`config.mk`:
```
export PLATFORM = sky130hd
export DESIGN_NAME = mem_port_arbiter_flat
export DESIGN_NICKNAME = d
export VERILOG_FILES = /design/src/rtl/arb_pkg.sv /design/src/rtl/mem_port_arbiter_if.sv /design/src/rtl/arb_pick.sv /design/src/rtl/mem_port_arbiter.sv /design/src/flat_wrapper.sv
export SDC_FILE = /design/constraint.sdc
export NUM_CORES = 1
export LEC_CHECK = 0
export ABC_CLOCK_PERIOD_IN_PS = 1700
export CORE_MARGIN = 2
export CORE_UTILIZATION = 41
export CTS_CLUSTER_DIAMETER = 60
export DETAILED_ROUTE_END_ITERATION = 8
export PLACE_DENSITY = 0.79
export SLEW_MARGIN = 5
export SYNTH_ARGS = -nofsm -noshare
export SYNTH_HDL_FRONTEND = slang
export SYNTH_SLANG_ARGS = --single-unit
```
`constraint.sdc`:
```
create_clock -name clk_i -period 1.7 [get_ports clk_i]
set_input_delay 0.17 -clock clk_i [delete_from_list [all_inputs] [get_ports clk_i]]
set_output_delay 0.17 -clock clk_i [all_outputs]
set_load 0.005 [all_outputs]
```
`src/rtl/arb_pkg.sv`:
```
// rtl/arb_pkg.sv - shared state encoding, grant IDs and constants for mem_port_arbiter
package arb_pkg;

  typedef enum logic [2:0] {
    IDLE    = 3'd0,
    BUSY_IF = 3'd1,
    BUSY_DM = 3'd2,
    RESP_IF = 3'd3,
    RESP_DM = 3'd4
  } arb_state_e;

  localparam logic GNT_IF = 1'b0;
  localparam logic GNT_DM = 1'b1;

  localparam logic [31:0] TIMEOUT_FILL = 32'hDEADBEEF;

endpackage

```
`src/rtl/mem_port_arbiter_if.sv`:
```
// rtl/mem_port_arbiter_if.sv - requester, memory and status signals of the shared memory port
interface mem_port_arbiter_if;

  logic        start_i;
  logic        if_req_i;
  logic [31:0] if_addr_i;
  logic        if_ready_o;
  logic [31:0] if_rdata_o;
  logic        dm_req_i;
  logic        dm_we_i;
  logic [31:0] dm_addr_i;
  logic [31:0] dm_wdata_i;
  logic        dm_ready_o;
  logic [31:0] dm_rdata_o;
  logic        mem_req_o;
  logic        mem_we_o;
  logic [31:0] mem_addr_o;
  logic [31:0] mem_wdata_o;
  logic        mem_ack_i;
  logic [31:0] mem_rdata_i;
  logic        err_o;

  modport slave (
    input  start_i, if_req_i, if_addr_i, dm_req_i, dm_we_i, dm_addr_i, dm_wdata_i,
           mem_ack_i, mem_rdata_i,
    output if_ready_o, if_rdata_o, dm_ready_o, dm_rdata_o,
           mem_req_o, mem_we_o, mem_addr_o, mem_wdata_o, err_o
  );

  modport master (
    output start_i, if_req_i, if_addr_i, dm_req_i, dm_we_i, dm_addr_i, dm_wdata_i,
           mem_ack_i, mem_rdata_i,
    input  if_ready_o, if_rdata_o, dm_ready_o, dm_rdata_o,
           mem_req_o, mem_we_o, mem_addr_o, mem_wdata_o, err_o
  );

endinterface

```
`src/rtl/arb_pick.sv`:
```
// rtl/arb_pick.sv - winner selection between IF and DM with a saturating IF-starvation counter
module arb_pick
  import arb_pkg::*;
#(
  parameter int STARVE_LIMIT = 3
) (
  input  logic clk_i,
  input  logic rst_i,
  input  logic arb_en,
  input  logic if_req,
  input  logic dm_req,
  output logic grant_valid,
  output logic grant_id
);

  localparam logic [3:0] LIMIT = 4'(STARVE_LIMIT);

  logic [3:0] starve_cnt;

  // DM is the older instruction and normally wins, until IF has waited out LIMIT DM grants.
  always_comb begin
    grant_valid = arb_en & (if_req | dm_req);
    grant_id    = GNT_IF;
    if (dm_req && !(if_req && starve_cnt == LIMIT)) begin
      grant_id = GNT_DM;
    end
  end

  always_ff @(posedge clk_i) begin
    if (rst_i) begin
      starve_cnt <= 4'd0;
    end else if (grant_valid) begin
      if (grant_id == GNT_IF) begin
        starve_cnt <= 4'd0;
      end else if (if_req && starve_cnt != LIMIT) begin
        starve_cnt <= starve_cnt + 4'd1;
      end
    end
  end

endmodule

```
`src/rtl/mem_port_arbiter.sv`:
```
// rtl/mem_port_arbiter.sv - IF/DM arbiter sequencing one req/ack transaction at a time on a shared memory port
// Optional ARB_TIMEOUT_EN: abort a transaction after TIMEOUT unacked cycles and raise sticky err_o.
module mem_port_arbiter
  import arb_pkg::*;
#(
  parameter int STARVE_LIMIT = 3,
  parameter int TIMEOUT      = 64
) (
  input logic              clk_i,
  input logic              rst_i,
  mem_port_arbiter_if.slave bus
);

  if (STARVE_LIMIT < 1 || STARVE_LIMIT > 15 || TIMEOUT < 1) begin : g_param_check
    $error("mem_port_arbiter: parameter out of range");
  end

  arb_state_e  state_q, state_d;
  logic        mem_req_q, mem_req_d;
  logic        mem_we_q, mem_we_d;
  logic [31:0] mem_addr_q, mem_addr_d;
  logic [31:0] mem_wdata_q, mem_wdata_d;
  logic [31:0] if_rdata_q, if_rdata_d;
  logic [31:0] dm_rdata_q, dm_rdata_d;
  logic        grant_valid;
  logic        grant_id;

`ifdef ARB_TIMEOUT_EN
  localparam logic [15:0] TMO_LAST = 16'(TIMEOUT - 1);
  logic [15:0] tmo_q, tmo_d;
  logic        err_q, err_d;
`endif

  arb_pick #(.STARVE_LIMIT(STARVE_LIMIT)) u_pick (
    .clk_i       (clk_i),
    .rst_i       (rst_i),
    .arb_en      (state_q == IDLE && bus.start_i),
    .if_req      (bus.if_req_i),
    .dm_req      (bus.dm_req_i),
    .grant_valid (grant_valid),
    .grant_id    (grant_id)
  );

  always_comb begin
    state_d     = state_q;
    mem_req_d   = mem_req_q;
    mem_we_d    = mem_we_q;
    mem_addr_d  = mem_addr_q;
    mem_wdata_d = mem_wdata_q;
    if_rdata_d  = if_rdata_q;
    dm_rdata_d  = dm_rdata_q;
`ifdef ARB_TIMEOUT_EN
    tmo_d       = 16'd0;
    err_d       = err_q;
`endif
    case (state_q)
      IDLE: begin
        if (grant_valid) begin
          mem_req_d = 1'b1;
          if (grant_id == GNT_DM) begin
            mem_we_d    = bus.dm_we_i;
            mem_addr_d  = bus.dm_addr_i;
            mem_wdata_d = bus.dm_wdata_i;
            state_d     = BUSY_DM;
          end else begin
            mem_we_d    = 1'b0;
            mem_addr_d  = bus.if_addr_i;
            mem_wdata_d = 32'd0;
            state_d     = BUSY_IF;
          end
        end
      end
      BUSY_IF, BUSY_DM: begin
        if (bus.mem_ack_i) begin
          mem_req_d = 1'b0;
          if (state_q == BUSY_IF) begin
            if_rdata_d = bus.mem_rdata_i;
            state_d    = RESP_IF;
          end else begin
            if (!mem_we_q) begin
              dm_rdata_d = bus.mem_rdata_i;
            end
            state_d = RESP_DM;
          end
        end
`ifdef ARB_TIMEOUT_EN
        // Fill the response with a marker so a hung memory never deadlocks the pipeline.
        else if (tmo_q == TMO_LAST) begin
          mem_req_d = 1'b0;
          err_d     = 1'b1;
          if (state_q == BUSY_IF) begin
            if_rdata_d = TIMEOUT_FILL;
            state_d    = RESP_IF;
          end else begin
            dm_rdata_d = TIMEOUT_FILL;
            state_d    = RESP_DM;
          end
        end else begin
          tmo_d = tmo_q + 16'd1;
        end
`endif
      end
      RESP_IF, RESP_DM: begin
        state_d = IDLE;
      end
      default: begin
        state_d   = IDLE;
        mem_req_d = 1'b0;
      end
    endcase
  end

  always_ff @(posedge clk_i) begin
    if (rst_i) begin
      state_q     <= IDLE;
      mem_req_q   <= 1'b0;
      mem_we_q    <= 1'b0;
      mem_addr_q  <= 32'd0;
      mem_wdata_q <= 32'd0;
      if_rdata_q  <= 32'd0;
      dm_rdata_q  <= 32'd0;
`ifdef ARB_TIMEOUT_EN
      tmo_q       <= 16'd0;
      err_q       <= 1'b0;
`endif
    end else begin
      state_q     <= state_d;
      mem_req_q   <= mem_req_d;
      mem_we_q    <= mem_we_d;
      mem_addr_q  <= mem_addr_d;
      mem_wdata_q <= mem_wdata_d;
      if_rdata_q  <= if_rdata_d;
      dm_rdata_q  <= dm_rdata_d;
`ifdef ARB_TIMEOUT_EN
      tmo_q       <= tmo_d;
      err_q       <= err_d;
`endif
    end
  end

  assign bus.mem_req_o   = mem_req_q;
  assign bus.mem_we_o    = mem_we_q;
  assign bus.mem_addr_o  = mem_addr_q;
  assign bus.mem_wdata_o = mem_wdata_q;
  assign bus.if_rdata_o  = if_rdata_q;
  assign bus.dm_rdata_o  = dm_rdata_q;
  assign bus.if_ready_o  = (state_q == RESP_IF);
  assign bus.dm_ready_o  = (state_q == RESP_DM);
`ifdef ARB_TIMEOUT_EN
  assign bus.err_o       = err_q;
`else
  assign bus.err_o       = 1'b0;
`endif

endmodule
```
`src/flat_wrapper.sv`:
```
// flat-port wrapper written by rule: the top's interface ports become plain ports
module mem_port_arbiter_flat import arb_pkg::*;
#(
  parameter int STARVE_LIMIT = 3,
  parameter int TIMEOUT      = 64
)
  (clk_i, rst_i, bus_start_i, bus_if_req_i, bus_if_addr_i, bus_dm_req_i, bus_dm_we_i, bus_dm_addr_i, bus_dm_wdata_i, bus_mem_ack_i, bus_mem_rdata_i, bus_if_ready_o, bus_if_rdata_o, bus_dm_ready_o, bus_dm_rdata_o, bus_mem_req_o, bus_mem_we_o, bus_mem_addr_o, bus_mem_wdata_o, bus_err_o);
  mem_port_arbiter_if bus_i ();
  input logic clk_i;
  input logic rst_i;
  input wire logic [$bits(bus_i.start_i)-1:0] bus_start_i;
  input wire logic [$bits(bus_i.if_req_i)-1:0] bus_if_req_i;
  input wire logic [$bits(bus_i.if_addr_i)-1:0] bus_if_addr_i;
  input wire logic [$bits(bus_i.dm_req_i)-1:0] bus_dm_req_i;
  input wire logic [$bits(bus_i.dm_we_i)-1:0] bus_dm_we_i;
  input wire logic [$bits(bus_i.dm_addr_i)-1:0] bus_dm_addr_i;
  input wire logic [$bits(bus_i.dm_wdata_i)-1:0] bus_dm_wdata_i;
  input wire logic [$bits(bus_i.mem_ack_i)-1:0] bus_mem_ack_i;
  input wire logic [$bits(bus_i.mem_rdata_i)-1:0] bus_mem_rdata_i;
  output wire logic [$bits(bus_i.if_ready_o)-1:0] bus_if_ready_o;
  output wire logic [$bits(bus_i.if_rdata_o)-1:0] bus_if_rdata_o;
  output wire logic [$bits(bus_i.dm_ready_o)-1:0] bus_dm_ready_o;
  output wire logic [$bits(bus_i.dm_rdata_o)-1:0] bus_dm_rdata_o;
  output wire logic [$bits(bus_i.mem_req_o)-1:0] bus_mem_req_o;
  output wire logic [$bits(bus_i.mem_we_o)-1:0] bus_mem_we_o;
  output wire logic [$bits(bus_i.mem_addr_o)-1:0] bus_mem_addr_o;
  output wire logic [$bits(bus_i.mem_wdata_o)-1:0] bus_mem_wdata_o;
  output wire logic [$bits(bus_i.err_o)-1:0] bus_err_o;
  assign bus_i.start_i = bus_start_i;
  assign bus_i.if_req_i = bus_if_req_i;
  assign bus_i.if_addr_i = bus_if_addr_i;
  assign bus_i.dm_req_i = bus_dm_req_i;
  assign bus_i.dm_we_i = bus_dm_we_i;
  assign bus_i.dm_addr_i = bus_dm_addr_i;
  assign bus_i.dm_wdata_i = bus_dm_wdata_i;
  assign bus_i.mem_ack_i = bus_mem_ack_i;
  assign bus_i.mem_rdata_i = bus_mem_rdata_i;
  assign bus_if_ready_o = bus_i.if_ready_o;
  assign bus_if_rdata_o = bus_i.if_rdata_o;
  assign bus_dm_ready_o = bus_i.dm_ready_o;
  assign bus_dm_rdata_o = bus_i.dm_rdata_o;
  assign bus_mem_req_o = bus_i.mem_req_o;
  assign bus_mem_we_o = bus_i.mem_we_o;
  assign bus_mem_addr_o = bus_i.mem_addr_o;
  assign bus_mem_wdata_o = bus_i.mem_wdata_o;
  assign bus_err_o = bus_i.err_o;
  mem_port_arbiter #(.STARVE_LIMIT(STARVE_LIMIT), .TIMEOUT(TIMEOUT)) u_core (.clk_i(clk_i), .rst_i(rst_i), .bus(bus_i));
endmodule
```
==> impl_metrics.py <==
metrics = {
    "drt": {
        "detail_route.wl_per_cell_um": 17.0,
        "drt-total-wl_um": 19100,
        "drt-vias-per-instance": 5.57,
        "drc_errors": 0,
        "drt_iter0_markers": 562,
        "first_pass_iters": 5,
        "total_via_count_after_detailed_routing": 6277,
        "drt.antenna.violating_nets": 0,
    },
    "yosys": {
        "most_instantiated_flip_flop_cell_in_the_synthesis_netlist": "sky130_fd_sc_hd__dfxtp_1",
        "yosys.cell_count.top_type": "sky130_fd_sc_hd__dfxtp_1",
        "synth-async-reset-ratio_pct": 0,
        "syn_area_per_cell_sq_um": 8.21,
        "synthDominantCellAreaShare_pct": 48.1,
        "ys_top_cells_by_count": "sky130_fd_sc_hd__dfxtp_1, sky130_fd_sc_hd__a21oi_1, sky130_fd_sc_hd__o21ai_0",
        "seq_area_frac_synth_pct": 48.1,
        "postSynthNetCount": 831,
        "netlist.top_cell.by_area": "sky130_fd_sc_hd__dfxtp_1",
        "netlist_top_cells_area": "sky130_fd_sc_hd__dfxtp_1, sky130_fd_sc_hd__a21oi_1, sky130_fd_sc_hd__o21ai_0, sky130_fd_sc_hd__nand3_1, sky130_fd_sc_hd__a311oi_1",
        "synthesis.instances": 695,
        "ys_warn_count": 0,
        "ys_seq_elements": 137,
        "synth.lib_cells_used.distinct": 38,
        "netlist_area_sq_um": 5710,
        "synth_edf_count": 0,
    },
    "flow_run": {
        "timing.max_cap.violations": 0,
    },
    "clocking": {
        "clock-root-buffer": "sky130_fd_sc_hd__clkbuf_16",
        "hold_buffers": 0,
        "cts_setup_buffers": 0,
        "clock-sinks": 137,
        "clk-insertion-delay-late_ns": 0.41,
        "ctsLongestPathBuffers": 2,
        "ctsHtreeMaxLevel": 4,
        "tritoncts_clock_tree": "yes",
        "cts_inserted_buffers": 17,
        "clk_transition_reported_paths_ns": 0.06,
    },
    "placed_design": {
        "pre_cts_slack_ns": -0.165,
        "routabilityCongestion": 0.790,
        "placed_area_sq_um": 8690,
        "hpwlAfterDp_um": 12700,
        "buffer_ports.inserted": 266,
    },
    "timing": {
        "finalHoldViolations": 0,
        "report.final.slew_viol_count": 0,
        "max_freq_ghz": 0.611,
        "final-setup-viol-count": 0,
        "period_minus_slack_ns": 1.64,
        "final.setup.tns_ns": 0,
        "relSlewSlack_pct": 52.9,
        "post-route-worst-setup-slack_ns": 0.0635,
        "final.period_utilization_pct": 96.3,
        "fin_skew_ns": 0.00785,
        "rsz0062_at_grt": "no",
        "worst_pin_slew_ns": 0.707,
    },
    "die": {
        "num_io_pins": 268,
        "dieHeight_um": 122,
        "fp.dieW_um": 122,
        "die-area_sq_um": 14900,
        "core_region_area_sq_um": 13700,
        "rows": 43,
        "initial_utilization_pct": 41.6,
    },
    "run_status": {
        "run_status": "finished, final reports clean",
    },
    "critical_path": {
        "cp_max_fo": 13,
        "critPathLaunchType": "flop",
        "path_cells": "buf_4 -> nor4b_4 -> buf_12 -> buf_12 -> a21oi_1 -> a311oi_1",
        "cp.arrival_ns": 1.94,
        "required_time_at_the_worst_slack_endpoint_ns": 2.00,
        "cpMaxStageDelayCell": "sky130_fd_sc_hd__nor4b_4",
        "crit_top_cell": "sky130_fd_sc_hd__buf_12",
        "path_class": "reg2reg",
        "cp_slowest_stage_delay_ns": 0.33,
        "critical_path.endpoint_type": "flop",
    },
    "power_and_ir_drop": {
        "logic_gate_share_of_total_power_pct": 22.2,
        "seq_power_share_pct": 37.5,
        "p_leak_nw": 3.17,
        "power.clock.fraction_pct": 40.3,
        "power_switching_share_pct": 25.5,
        "pwr_density_cell_nw_per_um2": 1040,
        "peakVddDrop_mv": 0.621,
        "switching_power_mw": 2.47,
        "final_power_mw": 9.68,
        "cell_internal_pwr_mw": 7.21,
    },
    "global_routing": {
        "via_count_of_the_first_global_routing_pass": 5874,
        "globalRoute.totalOverflow": 0,
        "antenna_violations_before_repair": 0,
        "grt_start_max_net_pins": 66,
        "track_usage_pct": 25.1,
        "grt_first_pass_wirelength_um": 29700,
    },
    "cells_and_area": {
        "layout.filler_cells": 1126,
        "antenna-diode-count": 0,
        "finish.net_count": 1069,
        "final_cell_area_sq_um": 9310,
        "layout-drive-gt1-share_pct": 8.56,
        "area_delta_synth_final_pct": 63.2,
    },
    "hold_path": {
        "timing.hold.worst.class": "in2reg",
    },
}
## cell type report
cell class	instances	area [sq um]	share of cell area [%]
sequential	137	2740	29.4
multi-input combinational	464	2570	27.6
clock inverter	11	170	1.83
tap	180	225	2.42
inverter	9	33.8	0.363
clock buffer	21	460	4.94
timing repair buffer	304	3110	33.4
## registers in the layout, indices dropped and copies added, names as in the netlist
signal / cells
u_core.bus.dm_rdata_o: 32
u_core.bus.if_rdata_o: 32
u_core.bus.mem_addr_o: 32
u_core.bus.mem_wdata_o: 32
u_core.u_pick.starve_cnt: 4
u_core.state_q: 3
u_core.bus.mem_req_o: 1
u_core.bus.mem_we_o: 1
## critical path, delay by kind of cell, from the launching register on
kind / cells / cell delay [ns]
compound gates: 2 / 0.37
buf+inv: 3 / 0.52
flops: 1 / 0.31
simple gates: 1 / 0.33
## power groups by stage
stage / Clock [mW] / Combinational [mW] / Sequential (mW)
global placement: 0 / 2.12 / 3.68
finish: 3.90 / 2.15 / 3.63
CTS: 3.96 / 2.15 / 3.62
global route: 4.10 / 2.32 / 3.66
detailed placement: 0 / 2.14 / 3.69
floorplan: 0 / 0.881 / 3.71
## per-layer routing
metal,GRT usage (%),up-vias,part of all wire [%]
met3,7.68,27,9.0
met5,0,-,0
met4,8.69,0,1.8
met1,30.6,2978,41
li1,-,3008,-
met2,41.8,264,48
## stage by stage
stage          instances  util, %  hold WS [ns]
6_report            1126     67.9         0.321
5_1_grt             1126     67.9         0.339
4_1_cts             1126     67.9         0.296
3_5_place_dp        1094     63.3         0.446
3_3_place_gp        1094     63.3         0.441
2_1_floorplan        695        -         0.306
## what timing repair did
item	CTS	global route
setup endpoints to repair	2	15
pin swaps	0	2
gates resized for setup	2	4
gates cloned	0	0
## kinds of logic (layout without fill, tap and decap cells)
kind of cell             Yosys count  count (layout)  share of synthesized area, %
AO/OA/AOI/OAI                    275             275                          27.1
AND/OR/NAND/NOR                  187             187                          17.0
flip-flops                       137             137                          48.1
buffers and inverters             94             345                          7.48
adder cells (fa/ha/maj)            1               1                         0.219
other                              1               1                        0.0657
## placed cells by master (no fill, tap or decap), types with 2 or more instances in the layout
cell type / Yosys / final
sky130_fd_sc_hd__clkdlybuf4s50_1: 0 / 262
sky130_fd_sc_hd__dfxtp_1: 137 / 137
sky130_fd_sc_hd__a21oi_1: 131 / 131
sky130_fd_sc_hd__o21ai_0: 90 / 90
sky130_fd_sc_hd__nand2_1: 66 / 66
sky130_fd_sc_hd__nand3_1: 65 / 65
sky130_fd_sc_hd__nand4_1: 34 / 34
sky130_fd_sc_hd__a311oi_1: 33 / 33
sky130_fd_sc_hd__buf_4: 7 / 25
sky130_fd_sc_hd__clkbuf_16: 0 / 17
sky130_fd_sc_hd__buf_12: 0 / 14
sky130_fd_sc_hd__o21ai_1: 10 / 10
sky130_fd_sc_hd__inv_1: 9 / 9
sky130_fd_sc_hd__bufinv_16: 0 / 4
sky130_fd_sc_hd__a211o_1: 3 / 3
sky130_fd_sc_hd__nor2_1: 4 / 3
sky130_fd_sc_hd__clkinvlp_4: 0 / 3
sky130_fd_sc_hd__nor3b_1: 2 / 2
sky130_fd_sc_hd__and4bb_2: 2 / 2
sky130_fd_sc_hd__nand4bb_1: 3 / 2
sky130_fd_sc_hd__nand2b_1: 2 / 2
sky130_fd_sc_hd__nor2_2: 1 / 2
sky130_fd_sc_hd__nand4b_1: 2 / 2
sky130_fd_sc_hd__clkbuf_8: 0 / 2
sky130_fd_sc_hd__clkbuf_1: 56 / 2
sky130_fd_sc_hd__clkinv_4: 0 / 2
sky130_fd_sc_hd__clkinv_2: 0 / 2
## worst paths after layout
path                                               start  cells after the start  slack (ns)                                     end
setup / recovery          u_core.state_q[2]$_SDFFE_PP0P_                      6        0.06   u_core.bus.mem_addr_o[4]$_SDFFE_PP0P_
hold reg to reg   u_core.bus.if_rdata_o[12]$_SDFFE_PP0P_                      2        0.45  u_core.bus.if_rdata_o[12]$_SDFFE_PP0P_
hold / removal                                     rst_i                      2        0.32  u_core.bus.mem_wdata_o[7]$_SDFFE_PP0P_
setup reg to reg          u_core.state_q[2]$_SDFFE_PP0P_                      6        0.06   u_core.bus.mem_addr_o[4]$_SDFFE_PP0P_
No activity file was read; power rests on OpenSTA's default activity.
